<file path="src/rtl/p_to_s_if.sv">
// Parallel word port and serial bit port of the parallel-to-serial front end.
// slave = the serializer itself, master = whatever drives words in and bits out.
interface p_to_s_if #(
   parameter int WIDTH = 6
);
   logic             s_valid;
   logic [WIDTH-1:0] s_data;
   logic             s_ready;
   logic             valid_a;
   logic             data_a;
   logic             ready_a;

   modport slave (
      input  s_valid,
      input  s_data,
      input  ready_a,
      output s_ready,
      output valid_a,
      output data_a
   );

   modport master (
      output s_valid,
      output s_data,
      output ready_a,
      input  s_ready,
      input  valid_a,
      input  data_a
   );
endinterface

</file>
<file path="src/rtl/p_to_s.sv">
// Parallel-to-serial front end: words are buffered in a DEPTH-entry FIFO and
// emitted LSB-first, one bit per accepted beat, on the valid/ready serial port.
module p_to_s #(
   parameter int WIDTH = 6,
   parameter int DEPTH = 4
) (
   input  logic      clk,
   input  logic      rst_n,
   p_to_s_if.slave   bus
);
   localparam int PW = (DEPTH > 1) ? $clog2(DEPTH) : 1;
   localparam int CW = PW + 1;
   localparam int BW = (WIDTH > 1) ? $clog2(WIDTH) : 1;
   localparam logic [CW-1:0] FULL_CNT = CW'(DEPTH);
   localparam logic [BW-1:0] LAST_BIT = BW'(WIDTH - 1);

   typedef enum logic {
      ST_IDLE  = 1'b0,
      ST_SHIFT = 1'b1
   } state_t;

   logic [WIDTH-1:0] r_mem [DEPTH];
   logic [PW-1:0]    r_wr_ptr;
   logic [PW-1:0]    r_rd_ptr;
   logic [CW-1:0]    r_count;

   state_t           r_state;
   logic [WIDTH-1:0] r_shreg;
   logic [BW-1:0]    r_bit_cnt;
   logic             r_valid_a;
   logic             r_data_a;

   state_t           w_state_next;
   logic [WIDTH-1:0] w_shreg_next;
   logic [BW-1:0]    w_bit_cnt_next;
   logic             w_valid_next;
   logic             w_data_next;
   logic             w_pop;
   logic             w_push;
   logic             w_full;
   logic             w_empty;
   logic [WIDTH-1:0] w_head;
   logic [BW-1:0]    w_bit_inc;

   assign w_full      = (r_count == FULL_CNT);
   assign w_empty     = (r_count == '0);
   assign w_push      = bus.s_valid && !w_full;
   assign w_head      = r_mem[r_rd_ptr];
   assign w_bit_inc   = r_bit_cnt + BW'(1);

   assign bus.s_ready = !w_full;
   assign bus.valid_a = r_valid_a;
   assign bus.data_a  = r_data_a;

   // FIFO storage carries no reset: emptiness is tracked by r_count alone.
   always_ff @(posedge clk) begin
      if (w_push)
         r_mem[r_wr_ptr] <= bus.s_data;
   end

   always_ff @(posedge clk or negedge rst_n) begin
      if (!rst_n) begin
         r_wr_ptr <= '0;
         r_rd_ptr <= '0;
         r_count  <= '0;
      end else begin
         if (w_push)
            r_wr_ptr <= r_wr_ptr + PW'(1);
         if (w_pop)
            r_rd_ptr <= r_rd_ptr + PW'(1);
         case ({w_push, w_pop})
            2'b10:   r_count <= r_count + CW'(1);
            2'b01:   r_count <= r_count - CW'(1);
            default: r_count <= r_count;
         endcase
      end
   end

   always_ff @(posedge clk or negedge rst_n) begin
      if (!rst_n) begin
         r_state   <= ST_IDLE;
         r_shreg   <= '0;
         r_bit_cnt <= '0;
         r_valid_a <= 1'b0;
         r_data_a  <= 1'b0;
      end else begin
         r_state   <= w_state_next;
         r_shreg   <= w_shreg_next;
         r_bit_cnt <= w_bit_cnt_next;
         r_valid_a <= w_valid_next;
         r_data_a  <= w_data_next;
      end
   end

   // A word is loaded straight from the FIFO head so the next word can follow
   // the last bit of the current one with no idle beat in between.
   always_comb begin
      w_state_next   = r_state;
      w_shreg_next   = r_shreg;
      w_bit_cnt_next = r_bit_cnt;
      w_valid_next   = r_valid_a;
      w_data_next    = r_data_a;
      w_pop          = 1'b0;

      case (r_state)
         ST_IDLE: begin
            if (!w_empty) begin
               w_pop          = 1'b1;
               w_shreg_next   = w_head;
               w_data_next    = w_head[0];
               w_valid_next   = 1'b1;
               w_bit_cnt_next = '0;
               w_state_next   = ST_SHIFT;
            end else begin
               w_valid_next   = 1'b0;
            end
         end
         ST_SHIFT: begin
            if (bus.ready_a) begin
               if (r_bit_cnt != LAST_BIT) begin
                  w_bit_cnt_next = w_bit_inc;
                  w_data_next    = r_shreg[w_bit_inc];
               end else if (!w_empty) begin
                  w_pop          = 1'b1;
                  w_shreg_next   = w_head;
                  w_data_next    = w_head[0];
                  w_valid_next   = 1'b1;
                  w_bit_cnt_next = '0;
               end else begin
                  w_valid_next   = 1'b0;
                  w_state_next   = ST_IDLE;
               end
            end
         end
         default: begin
            w_state_next = ST_IDLE;
            w_valid_next = 1'b0;
         end
      endcase
   end
endmodule

</file>
<file path="src/flat_wrapper.sv">
// flat-port wrapper written by rule: the top's interface ports become plain ports
module p_to_s_flat 
#(
   parameter int WIDTH = 6,
   parameter int DEPTH = 4
)
  (clk, rst_n, bus_s_valid, bus_s_data, bus_ready_a, bus_s_ready, bus_valid_a, bus_data_a);
  p_to_s_if #(.WIDTH(WIDTH)) bus_i ();
  input  logic clk;
  input  logic rst_n;
  input wire logic [$bits(bus_i.s_valid)-1:0] bus_s_valid;
  input wire logic [$bits(bus_i.s_data)-1:0] bus_s_data;
  input wire logic [$bits(bus_i.ready_a)-1:0] bus_ready_a;
  output wire logic [$bits(bus_i.s_ready)-1:0] bus_s_ready;
  output wire logic [$bits(bus_i.valid_a)-1:0] bus_valid_a;
  output wire logic [$bits(bus_i.data_a)-1:0] bus_data_a;
  assign bus_i.s_valid = bus_s_valid;
  assign bus_i.s_data = bus_s_data;
  assign bus_i.ready_a = bus_ready_a;
  assign bus_s_ready = bus_i.s_ready;
  assign bus_valid_a = bus_i.valid_a;
  assign bus_data_a = bus_i.data_a;
  p_to_s #(.WIDTH(WIDTH), .DEPTH(DEPTH)) u_core (.clk(clk), .rst_n(rst_n), .bus(bus_i));
endmodule
</file>
<file path="config.mk">
export PLATFORM = sky130hd
export DESIGN_NAME = p_to_s_flat
export DESIGN_NICKNAME = d
export VERILOG_FILES = /design/src/rtl/p_to_s_if.sv /design/src/rtl/p_to_s.sv /design/src/flat_wrapper.sv
export SDC_FILE = /design/constraint.sdc
export NUM_CORES = 1
export LEC_CHECK = 0
export ABC_CLOCK_PERIOD_IN_PS = 2800
export CAP_MARGIN = 20
export CORE_ASPECT_RATIO = 1.75
export CORE_MARGIN = 4
export CORE_UTILIZATION = 35
export CTS_CLUSTER_SIZE = 24
export DETAILED_ROUTE_END_ITERATION = 12
export SYNTH_ARGS = -nofsm -noshare
export SYNTH_HDL_FRONTEND = slang
export SYNTH_SLANG_ARGS = --single-unit
</file>
<file path="constraint.sdc">
create_clock -name clk -period 2.8 [get_ports clk]
set_input_delay 0.56 -clock clk [delete_from_list [all_inputs] [get_ports clk]]
set_output_delay 0.56 -clock clk [all_outputs]
set_load 0.01 [all_outputs]
</file>
==> impl_metrics.tcl <==
set metrics [dict create \
    top_level_ports 13 \
    drt_pass1_iterations 4 \
    detail-route-antenna-nets 0 \
    period_needed_ns 2.241 \
    path_cells "ha_1 > nand3_1 > a21oi_4 > ha_1 > fa_1 > xnor2_1 > nor2_1 > xor2_1" \
    relSlewSlack 0.4143 \
    synthArstFlopShare 0.4419 \
    cp_common_cell "ha_1" \
    wl_per_cell_um 14.63 \
    cp_slowest_cell "dfrtp_1" \
    synth-edff-count 24 \
    finalSetupTns_ns 0 \
    rows 35 \
    synth_area_mm2 0.001913 \
    drt-initial-drc-count 19 \
    vias_per_cell 4.742 \
    hpwlAfterDp_mm 2.454 \
    power_mw 2.160 \
    start_util 0.3610 \
    fin_skew_ns 0.004869 \
    track_usage 0.1060 \
    grt_pass1_vias 1160 \
    area_growth_pct 15.04 \
    wl_met3_um 92 \
    cts-resized-gates 0 \
    wirelength_mm 3.175 \
    tightest_slew_ns 0.8758 \
    top_layer "met4" \
    cp-start-kind "register" \
    seq_area_frac_synth 0.6252 \
    ys.flop_type "edfxtp_1" \
    grt_overflow 0 \
    path_class "reg2reg" \
    grt_pass1_wl_mm 5.402 \
    wl_met1_mm 1.183 \
    die-height_um 105.8 \
    clockRootBuffer "clkbuf_8" \
    finalCritPeriodShare 0.8004 \
    drc_errors 0 \
    die_x_um 63.89 \
    grt_max_degree 20 \
    layout-drive-gt1-share 0.1958 \
    synth_top_area_cell "edfxtp_1" \
    clk_latency_ns 0.29 \
    syn_area_per_cell_um2 15.30 \
    postCtsSetupBuffers 0 \
    die_area_mm2 0.006759 \
    yosysUniqueCellTypes 29 \
    cap_violations 0 \
    core_mm2 0.005299 \
    required_ns 3.01 \
    met2_length_mm 1.768 \
    crit_path_max_incr_delay_ns 0.47 \
    yosysMostFrequentCell "edfxtp_1" \
    vdd_drop_max_uv 490.6 \
    whs_ns 0.5109 \
    synth_top_area_share 0.3767 \
    end_kind "register" \
    diodes 0 \
    clk_pin_slew_ns 0.08 \
    arrival_ns 2.45 \
    status "complete, no violations" \
    cts_buffer_depth 2 \
    fmax_mhz 446.2 \
    cts_buffers 5 \
    synth_common_cells "edfxtp_1, dfrtp_1, nand2_1, mux2_2" \
    p_per_area_mw_per_mm2 981.3 \
    hold_class "reg2reg" \
    syn-instance-count 125 \
    nets 160 \
    leakagePower_nw 0.8414 \
    cts_tree "yes" \
    rsz0062_at_grt "false" \
    vias 1029 \
    clkSinkCount 43 \
    syn-num-nets 143 \
    hold_buffers 0 \
    gp_congestion 0.8587 \
    slew_violations 0 \
    ys_warn_count 0 \
    antenna_found_initial 0 \
    setup_viol 0 \
    port_buffers 12 \
    hold_depth 1 \
    ff2ff_path_depth 8 \
    h-tree-depth 2 \
    synth.area.top_cells "edfxtp_1, dfrtp_1, mux4_2" \
    cp_max_fo 7 \
    hold_viol_final 0 \
    ys_seq_elements 43 \
]
through the flow:
step,std cells,util,area (µm²),setup WS [ns]
finish,217,0.4153,2201,0.5588
global route,217,0.4153,2201,0.3523
CTS,217,0.4153,2201,0.5328
detailed placement,209,0.3993,2116,0.2770
global placement,209,0.3993,2116,0.3388
floorplan,125,-,1913,0.6069
critical path: cells and delay by family (launching register included):
family / cells / cell delay (ns)
flip-flops: 1 / 0.47
XOR/XNOR: 2 / 0.30
adder cells (fa/ha/maj): 3 / 1.00
AO/OA/AOI/OAI: 1 / 0.08
AND/OR/NAND/NOR: 2 / 0.31
layer usage:
| metal | vias up | global-route usage |
|---|---|---|
| met4 | 0 | 0.07419 |
| met2 | 21 | 0.1925 |
| met1 | 506 | 0.1019 |
| li1 | 489 | - |
| met5 | - | 0 |
| met3 | 13 | 0.02345 |
worst paths after layout:
kind / start / to / slack, ns
setup / recovery: u_core.r_bit_cnt[0] / u_core.r_count[2] / 0.56
hold / removal: u_core.r_shreg[1] / u_core.r_shreg[1] / 0.51
setup reg to reg: u_core.r_bit_cnt[0] / u_core.r_count[2] / 0.56
hold reg to reg: u_core.r_shreg[1] / u_core.r_shreg[1] / 0.51
max in group asynchronous: rst_n / u_core.r_shreg[1] / 1.50
min in group asynchronous: rst_n / u_core.r_shreg[4] / 0.77
flip-flops by register name (all words and copies together) (netlist names):
| name | count |
|---|---|
| u_core.r_count | 3 |
| u_core.bus.data_a | 1 |
| u_core.r_state | 1 |
| u_core.r_wr_ptr | 2 |
| u_core.r_shreg | 6 |
| u_core.r_mem | 24 |
| u_core.bus.valid_a | 1 |
| u_core.r_bit_cnt | 3 |
| u_core.r_rd_ptr | 2 |
layout make-up:
| class | count | area (µm²) |
|---|---|---|
| sequential | 43 | 1196 |
| multi-input combinational | 73 | 673.1 |
| fill | 489 | 3098 |
| clock inverter | 2 | 12.51 |
| timing repair buffer | 14 | 135.1 |
| tap | 74 | 92.59 |
| inverter | 5 | 18.77 |
| clock buffer | 6 | 72.57 |
placed cells by master, fill, tap and decap left out, types with 2 or more instances in the layout:
| cell | n |
|---|---|
| ha_1 | 7 |
| mux2i_1 | 2 |
| mux4_2 | 7 |
| a21boi_0 | 2 |
| and3_1 | 4 |
| nand2_1 | 11 |
| clkbuf_8 | 5 |
| xor2_1 | 2 |
| clkdlybuf4s50_1 | 12 |
| o21ai_0 | 6 |
| dfrtp_1 | 19 |
| buf_4 | 2 |
| edfxtp_1 | 24 |
| xnor2_1 | 4 |
| mux2_2 | 9 |
| nor2_1 | 4 |
| a21oi_1 | 3 |
| inv_1 | 5 |
power by group:
part | internal (mW) | switching, mW
Sequential | 0.880 | 0.181
Combinational | 0.406 | 0.314
Clock | 0.174 | 0.204
Total | 1.46 | 0.699
cell families after synthesis:
| family | synth area share |
|---|---|
| multiplexers | 0.1458 |
| flip-flops | 0.6252 |
| AND/OR/NAND/NOR | 0.06082 |
| buffers and inverters | 0.02289 |
| adder cells (fa/ha/maj) | 0.05624 |
| XOR/XNOR | 0.02747 |
| AO/OA/AOI/OAI | 0.06148 |
Power figures use the tool's default switching activity.
